**src/rtl/ex_branch_pkg.sv**
```systemverilog
// Shared types for the EX-stage branch resolution slice: branch opcode
// encoding, squash counter width and the branch-offset helper.
package ex_branch_pkg;

  typedef enum logic [2:0] {
    BR_NONE = 3'd0,
    BEQ     = 3'd1,
    BNE     = 3'd2,
    BLEZ    = 3'd3,
    BGTZ    = 3'd4,
    BLTZ    = 3'd5,
    BGEZ    = 3'd6
  } br_op_e;

  // Wide enough for up to 3 squash slots.
  localparam int SQ_CNT_W = 2;

  // Sign-extend a 16-bit word offset and convert it to a byte offset.
  function automatic logic [31:0] branch_offset(input logic [15:0] imm);
    return {{14{imm[15]}}, imm, 2'b00};
  endfunction

endpackage

```
**src/rtl/branch_cond_eval.sv**
```systemverilog
// Combinational branch evaluation: zero flag, taken flag and branch target
// computed from the ALU result, opcode, PC+4 and immediate.
module branch_cond_eval
  import ex_branch_pkg::*;
(
  input  logic [31:0] alu_result_i,
  input  logic [2:0]  br_op_i,
  input  logic [31:0] pc_plus4_i,
  input  logic [15:0] imm_i,
  output logic        zero_o,
  output logic        taken_o,
  output logic [31:0] target_o
);

  logic any_set;
  logic neg;

  or1x32_1 u_zero_or (
    .a_i (alu_result_i),
    .y_o (any_set)
  );

  assign zero_o   = ~any_set;
  assign neg      = alu_result_i[31];
  // Target wraps modulo 2^32 without any flag.
  assign target_o = pc_plus4_i + branch_offset(imm_i);

  // Taken decision per opcode; unused encodings never branch.
  always_comb begin
    taken_o = 1'b0;
    case (br_op_i)
      BEQ:     taken_o = zero_o;
      BNE:     taken_o = ~zero_o;
      BLEZ:    taken_o = neg | zero_o;
      BGTZ:    taken_o = ~neg & ~zero_o;
      BLTZ:    taken_o = neg;
      BGEZ:    taken_o = ~neg;
      default: taken_o = 1'b0;
    endcase
  end

endmodule

```
**src/rtl/or1x32_1.sv**
```systemverilog
// 32-input OR-reduction cell used for the zero detect.
module or1x32_1 (
  input  logic [31:0] a_i,
  output logic        y_o
);

  assign y_o = |a_i;

endmodule

```
**src/rtl/ex_branch_resolve_stage.sv**
```systemverilog
// EX->MEM pipeline register with branch resolution, one-cycle PC redirect
// and squashing of younger wrong-path instructions.
//
// Optional feature macro: BRANCH_DELAY_SLOT_EN. When defined, the first
// instruction accepted after a taken branch is the delay slot: it is
// forwarded (its own branch is not honoured) and only the following
// SQUASH_SLOTS-1 accepts are dropped.
//
// Handshake: an instruction transfers into the stage when in_valid && in_ready;
// an entry leaves when out_valid && out_ready. in_ready is combinational
// (!out_valid || out_ready) so a drain and a new accept share one edge.
// Once out_valid is high and out_ready is low, every out_* holds stable.
module ex_branch_resolve_stage
  import ex_branch_pkg::*;
#(
  parameter int SQUASH_SLOTS = 2,
  parameter int DW           = 32
) (
  input  logic                clk,
  input  logic                rst_n,
  input  logic                in_valid,
  output logic                in_ready,
  input  logic [DW-1:0]       alu_result,
  input  logic [2:0]          br_op,
  input  logic [31:0]         pc_plus4,
  input  logic [15:0]         imm,
  input  logic [31:0]         payload,
  output logic                out_valid,
  input  logic                out_ready,
  output logic [DW-1:0]       out_result,
  output logic [31:0]         out_payload,
  output logic                out_zero,
  output logic                redirect,
  output logic [31:0]         redirect_pc,
  output logic [SQ_CNT_W-1:0] squash_cnt_o
);

  localparam logic [SQ_CNT_W-1:0] SLOTS_L = SQ_CNT_W'(SQUASH_SLOTS);

  logic                out_valid_q;
  logic [DW-1:0]       out_result_q;
  logic [31:0]         out_payload_q;
  logic                out_zero_q;
  logic                redirect_q;
  logic [31:0]         redirect_pc_q;
  logic [SQ_CNT_W-1:0] squash_cnt_q;

  logic        zero;
  logic        taken;
  logic [31:0] target;
  logic        accept;
  logic        squashing;

  branch_cond_eval u_eval (
    .alu_result_i (alu_result),
    .br_op_i      (br_op),
    .pc_plus4_i   (pc_plus4),
    .imm_i        (imm),
    .zero_o       (zero),
    .taken_o      (taken),
    .target_o     (target)
  );

  assign in_ready = ~out_valid_q | out_ready;
  assign accept   = in_valid & in_ready;

`ifdef BRANCH_DELAY_SLOT_EN
  logic ds_pend_q;
  // The delay slot is never squashed, even with squash slots still pending.
  assign squashing = (squash_cnt_q != '0) & ~ds_pend_q;
`else
  assign squashing = (squash_cnt_q != '0);
`endif

  // Output register, redirect pulse and squash bookkeeping.
  always_ff @(posedge clk) begin
    if (!rst_n) begin
      out_valid_q   <= 1'b0;
      out_result_q  <= '0;
      out_payload_q <= '0;
      out_zero_q    <= 1'b0;
      redirect_q    <= 1'b0;
      redirect_pc_q <= '0;
      squash_cnt_q  <= '0;
`ifdef BRANCH_DELAY_SLOT_EN
      ds_pend_q     <= 1'b0;
`endif
    end else begin
      // Redirect is a single-cycle pulse; the PC reads zero otherwise.
      redirect_q    <= 1'b0;
      redirect_pc_q <= '0;
      if (accept) begin
        if (squashing) begin
          // Wrong-path instruction: drop it. Accepting implies the old
          // entry (if any) drained this edge.
          squash_cnt_q <= squash_cnt_q - 1'b1;
          out_valid_q  <= 1'b0;
        end else begin
          out_valid_q   <= 1'b1;
          out_result_q  <= alu_result;
          out_payload_q <= payload;
          out_zero_q    <= zero;
`ifdef BRANCH_DELAY_SLOT_EN
          if (ds_pend_q) begin
            ds_pend_q <= 1'b0;
          end else if (taken) begin
            redirect_q    <= 1'b1;
            redirect_pc_q <= target;
            squash_cnt_q  <= SLOTS_L - 1'b1;
            ds_pend_q     <= 1'b1;
          end
`else
          if (taken) begin
            redirect_q    <= 1'b1;
            redirect_pc_q <= target;
            squash_cnt_q  <= SLOTS_L;
          end
`endif
        end
      end else if (out_ready) begin
        out_valid_q <= 1'b0;
      end
    end
  end

  assign out_valid    = out_valid_q;
  assign out_result   = out_result_q;
  assign out_payload  = out_payload_q;
  assign out_zero     = out_zero_q;
  assign redirect     = redirect_q;
  assign redirect_pc  = redirect_pc_q;
  assign squash_cnt_o = squash_cnt_q;

endmodule

```
**config.mk**
```make
export PLATFORM = sky130hd
export DESIGN_NAME = ex_branch_resolve_stage
export DESIGN_NICKNAME = d
export VERILOG_FILES = /design/src/rtl/ex_branch_pkg.sv /design/src/rtl/branch_cond_eval.sv /design/src/rtl/or1x32_1.sv /design/src/rtl/ex_branch_resolve_stage.sv
export SDC_FILE = /design/constraint.sdc
export NUM_CORES = 1
export LEC_CHECK = 0
export BUFFER_PORTS_ARGS = -buffer_cell sky130_fd_sc_hd__buf_4
export CAP_MARGIN = 30
export CORE_UTILIZATION = 45
export DETAILED_ROUTE_END_ITERATION = 10
export PLACE_DENSITY = 0.77
export SLEW_MARGIN = 40
export SYNTH_ARGS = -nofsm -noshare
export SYNTH_HDL_FRONTEND = slang
export SYNTH_SLANG_ARGS = --single-unit
```
**constraint.sdc**
```tcl
create_clock -name clk -period 2.6 [get_ports clk]
set_clock_uncertainty 0.2 [all_clocks]
set_input_delay 0.39 -clock clk [delete_from_list [all_inputs] [get_ports clk]]
set_output_delay 0.39 -clock clk [all_outputs]
set_load 0.02 [all_outputs]
```
==> qor.txt, run 1 <==
Via density -> 5.27
Post-synth EDFFs -> 0
Overall Power -> 3940 uW
Post-Synthesis Cell Area -> 5000 sq um
leak pwr -> 0.00327 uW
Yosys warnings -> 0
status -> complete, no violations
crit-path leading delay family -> compound AO/OA/AOI/OAI gates
clock latency on the worst-skew pair -> 0.37 ns
number of global-route vias before repair -> 4,720
crit path launch -> pc_plus4[12]
Port Buf Inserts -> 220
final instance area -> 7080 sq um
chip width -> 107 um
post-DP HPWL -> 11,000 um
grt peak-use layer -> met2
CTS sink count -> 101
crit path max-delay cell type -> ha_1
Max Buffers Root-to-Sink -> 2
Post-synth ARST share -> 0
Core ar. -> 10,800 sq um
Layout Nets -> 996
initial antenna violation count -> 0
Root Driver -> clkbuf_8
Period minus WS final -> 2.22 ns
Setup WS post-layout -> 0.377 ns
total number of vias -> 5,217
Initial DRC Count -> 295
routing usage on met1 -> 0.287
Wirelength per Cell -> 14.5 um
Ant. Diodes -> 0
CTS H-tree depth -> 3
Final Core Density -> 0.653
worst-path fanout max -> 7
crit end category -> flip-flop
peak supply drop -> 0.329 mV
Seq/Total Area, Yosys -> 0.404
IO Count -> 221
Post-CTS Setup Repair Bufs -> 0
# resized after CTS -> 0
Slew @ Worst Pin -> 0.658 ns
First-pass DRT Iterations -> 5
pin count of the biggest net entering global routing -> 66
hold_sp -> pc_plus4[1]
Reg2Reg Depth -> 6
Die Y -> 107 um
ys flop type -> dfxtp_1
fraction of layout cells with a size suffix above 1 -> 0.331
critical path type -> input port to flip-flop
Syn Nets -> 770
Die ar. -> 11,500 sq um
Fmax -> 450 MHz
Post-Syn Area per Cell -> 8.08 sq um
hold depth -> 2
r2r setup slk -> 0.58 ns
slew margin rel. -> 0.561
# setup viols final -> 0
Hold-fix buffers, CTS -> 0
synthesis-to-finish area growth -> 41.6%
clk slew on worst S/H paths -> 0.10 ns
min-delay worst type -> input port to flip-flop
CP Cell Sequence -> buf_4 -> ha_1 -> a21oi_1 -> o21ai_1 -> a31oi_1 -> nand4_1 -> a211oi_2 -> xor2_1 -> nor2_1
CP peak stage delay -> 0.39 ns
grt ovf -> 0
unrepaired setup endpoints after global routing -> false
Final Hold Viols -> 0
startpoint types -> input port
unique cell type count in the Yosys netlist -> 60
DRC -> 0
Rows -> 38
Crit path buffers/inverters -> 1
Pwr Density -> 556 nW/um^2
Initial Util -> 0.461
GRT Total Usage -> 0.239
Place WS -> -0.00235 ns
Hold Crit Endpoint -> redirect_pc[1]
Post-Place Cell Area -> 6870 sq um
first-pass GRT wire length -> 21,800 um
fin crit share -> 0.855
Cells after Synth -> 619
post-synthesis register bit count -> 101
GP Congestion -> 0.862
max-cap check violation count -> 0
arrival time worst endpoint -> 2.29 ns
CTS tree -> yes
RR Endpoint -> out_payload[31]
Final ANT Viol Nets -> 0
reg-to-reg startpoint -> squash_cnt_o[0]
met2 Track Usage GR -> 0.429
Worst Path Required -> 2.66 ns
WL final -> 14,400 um
Num CTS Buffers -> 9
met3 usage -> 0.0400
fin. max-slew vios -> 0
layer usage:
layer	wire length, um	vias to the layer above
li1	-	2577
met1	5870	2398
met2	7230	212
met3	964	30
met4	307	0
met5	0	-
kinds of logic (layout without fill, tap and decap cells):
family	Yosys count	in the layout	share of synthesized area
buf+inv	43	274	0.0445
fa+ha+maj	32	32	0.0815
flops	101	101	0.404
xor+xnor	26	26	0.0455
compound gates	161	161	0.202
simple gates	254	254	0.217
mux	2	2	0.00500
cells in the final DEF, fill, tap and decap left out, drive strengths merged, types with 9 or more instances in the layout:
| cell type | n |
|---|---|
| nand2 | 158 |
| ha | 31 |
| o21ai | 14 |
| dfxtp | 101 |
| inv | 15 |
| xor2 | 16 |
| clkbuf | 9 |
| nor2 | 44 |
| a21o | 9 |
| a21oi | 97 |
| xnor2 | 10 |
| buf | 245 |
stage by stage:
step	TNS [ns]	cells	hold slack, ns
6_report	0	990	0.0222
5_1_grt	0	990	0.00527
4_1_cts	0	990	0.0125
3_5_place_dp	-0.00235	974	0.247
3_3_place_gp	0	974	0.242
2_1_floorplan	0	619	0.312
synth_stat cells, types with 2 or more instances:
library cell    n  area [sq um]
a211oi_1        3          22.5
a21o_1          8          60.1
a21oi_1        95           475
a21oi_2         2          17.5
a31oi_1         7          43.8
and2_1          6          37.5
and3_1          4          25.0
buf_1           5          18.8
buf_6           4          45.0
clkbuf_1       16          60.1
clkbuf_8        2          27.5
dfxtp_1       101          2020
ha_1           31           388
inv_1          11          41.3
inv_2           2          7.51
nand2_1       158           593
nand2b_1        3          18.8
nand3_1         7          35.0
nand4_1         7          43.8
nor2_1         43           161
nor2b_1         6          37.5
nor3_1          6          30.0
nor4_1          8          50.1
o2111ai_1       2          17.5
o211ai_1        7          52.6
o21a_1          4          30.0
o21ai_0         8          40.0
o21ai_1         3          15.0
o21ai_2         3          26.3
o31ai_1         3          22.5
xnor2_1        10          87.6
xor2_1         16           140
worst max-delay path by stage:
stage	slack, ns	depth (start not counted)	endpoint
5_1_grt	0.20	9	redirect_pc[25]
4_1_cts	0.39	11	redirect_pc[30]
3_5_place_dp	-0.002	11	redirect_pc[30]
2_1_floorplan	0.21	10	redirect_pc[30]
3_3_place_gp	0.04	11	redirect_pc[30]
6_report	0.38	9	redirect_pc[25]
state kept, by name (all words and copies together), names as in the netlist:
signal        cells
out_payload      32
out_result       32
out_valid         1
out_zero          1
redirect          1
redirect_pc      32
squash_cnt_o      2
report_power, final:
group / switching, uW / internal [uW] / leakage (uW) / total [uW]
Clock: 581 / 460 / 0.0000955 / 1040
Combinational: 662 / 533 / 0.00235 / 1200
Sequential: 50.4 / 1650 / 0.000826 / 1700
final cells by class:
type | count | area (sq um)
Clock buffer | 9 | 124
Clock inverter | 7 | 83.8
Fill cell | 922 | 3760
Inverter | 13 | 48.8
Multi-Input combinational cell | 475 | 2760
Sequential cell | 101 | 2020
Tap cell | 140 | 175
Timing Repair Buffer | 245 | 1860
No activity file was read; power rests on OpenSTA's default activity.
==> run 2, diff against run 1 <==
RECOVER_POWER = 25   (was not set)
==> run 2 against run 1 <==
Net effect: global-route usage stayed put; utilization is 1.7 points lower; worst setup slack worse by 0.0059 ns; flip-flop and latch count stayed put; sequential share of layout area is 0.78 points higher; combinational power is 3% lower; clock-buffer cell count stayed put; hold slack better by 0.00072 ns; highest routed layer unchanged.
==> qor.txt, run 2 (same netlist as run 1, synthesis figures left out) <==
status -> complete, no violations
Pwr Density -> 566 nW/um^2
setup total negative slack -> 0 ns
Final ANT Viol Nets -> 0
post-DP HPWL -> 11,000 um
DRT met1 WL -> 5880 um
Wirelength per Cell -> 14.5 um
unrepaired setup endpoints after global routing -> false
GRT Total Usage -> 0.239
initial antenna violation count -> 0
slew margin rel. -> 0.557
number of global-route vias before repair -> 4,720
Slew @ Worst Pin -> 0.664 ns
Post-CTS Setup Repair Bufs -> 0
WL met2 -> 7200 um
CP peak stage delay -> 0.39 ns
critical path type -> input port to flip-flop
min-delay worst type -> input port to flip-flop
fin crit share -> 0.857
max-cap check violation count -> 0
grt ovf -> 0
# setup viols final -> 0
Layout Nets -> 996
Via density -> 5.28
most frequent cells in the layout -> 193 x buf_4, 158 x nand2_1, 101 x dfxtp_1
arrival time worst endpoint -> 2.29 ns
CTS H-tree depth -> 3
# resized after CTS -> 0
chip width -> 107 um
Hold-fix buffers, CTS -> 0
CTS sink count -> 101
Fmax -> 449 MHz
DRC -> 0
Worst Path Required -> 2.67 ns
Max Buffers Root-to-Sink -> 2
final instance area -> 6890 sq um
peak supply drop -> 0.327 mV
pin count of the biggest net entering global routing -> 66
WL final -> 14,400 um
Initial Util -> 0.461
Die Y -> 107 um
Port Buf Inserts -> 220
CP Cell Sequence -> buf_4 -> ha_1 -> a21oi_1 -> o21ai_1 -> a31oi_1 -> nand4_1 -> a211oi_2 -> xor2_1 -> nor2_1
Root Driver -> clkbuf_8
Fillers -> 977
first-pass GRT wire length -> 21,800 um
First-pass DRT Iterations -> 5
crit end category -> flip-flop
met3 wire len -> 950 um
fin. max-slew vios -> 0
Period minus WS final -> 2.23 ns
crit path max-delay cell type -> ha_1
Initial DRC Count -> 330
Ant. Diodes -> 0
top sig layer -> met4
IO Count -> 221
Final Hold Viols -> 0
CTS tree -> yes
total number of vias -> 5,224
Post-Place Cell Area -> 6870 sq um
clock latency on the worst-skew pair -> 0.37 ns
leak pwr -> 0.00306 uW
crit-path leading delay family -> compound AO/OA/AOI/OAI gates
Rows -> 38
Num CTS Buffers -> 9
Core ar. -> 10,800 sq um
GP Congestion -> 0.862
Crit path buffers/inverters -> 1
startpoint types -> input port
Die ar. -> 11,500 sq um
commonest non-fill, non-tap cell in the layout -> buf_4
clk slew on worst S/H paths -> 0.10 ns
synthesis-to-finish area growth -> 37.8%
fraction of layout cells with a size suffix above 1 -> 0.272
worst-path fanout max -> 7
-- run 2: cell count changes in the layout (fill, tap and decap cells not counted) --
cell / delta
clkbuf_1: +50
buf_4: -50
-- run 2: final cells by class --
| type | count | area, sq um | area share |
|---|---|---|---|
| multi-input combinational | 475 | 2760 | 0.401 |
| sequential | 101 | 2020 | 0.293 |
| timing repair buffer | 245 | 1680 | 0.243 |
| tap | 140 | 175 | 0.0254 |
| clock buffer | 9 | 124 | 0.0180 |
| clock inverter | 7 | 83.8 | 0.0122 |
| inverter | 13 | 48.8 | 0.00708 |
-- run 2: metrics by stage --
| stage | setup slack [ns] | hold slack (ns) | util | cells | total power (uW) |
|---|---|---|---|---|---|
| after detailed placement | -0.00235 | 0.247 | 0.634 | 974 | 2920 |
| after CTS | 0.389 | 0.0125 | 0.653 | 990 | 3970 |
| after global placement | 0.0403 | 0.242 | 0.634 | 974 | 2900 |
| after global routing | 0.205 | 0.00527 | 0.636 | 990 | 4120 |
| after floorplan | 0.208 | 0.312 | - | 619 | 2440 |
| final | 0.371 | 0.0229 | 0.636 | 990 | 3910 |
-- run 2: metal layers --
metal,global-route usage,up-vias
met3,0.0400,32
met2,0.429,209
met1,0.287,2406
li1,-,2577
met4,0.0822,0
met5,0,-
-- run 2: worst paths after layout --
check        slack (ns)  depth (start not counted)              end             from
min                0.02                          2   redirect_pc[1]      pc_plus4[1]
max reg2reg        0.58                          6  out_payload[31]  squash_cnt_o[0]
max                0.37                          9  redirect_pc[25]     pc_plus4[12]
min reg2reg        0.26                          2   out_payload[7]   out_payload[7]
-- run 2: power by group --
part	internal, uW	switching (uW)	total (uW)
clock	460	584	1040
combinational	498	662	1160
sequential	1650	49.1	1700
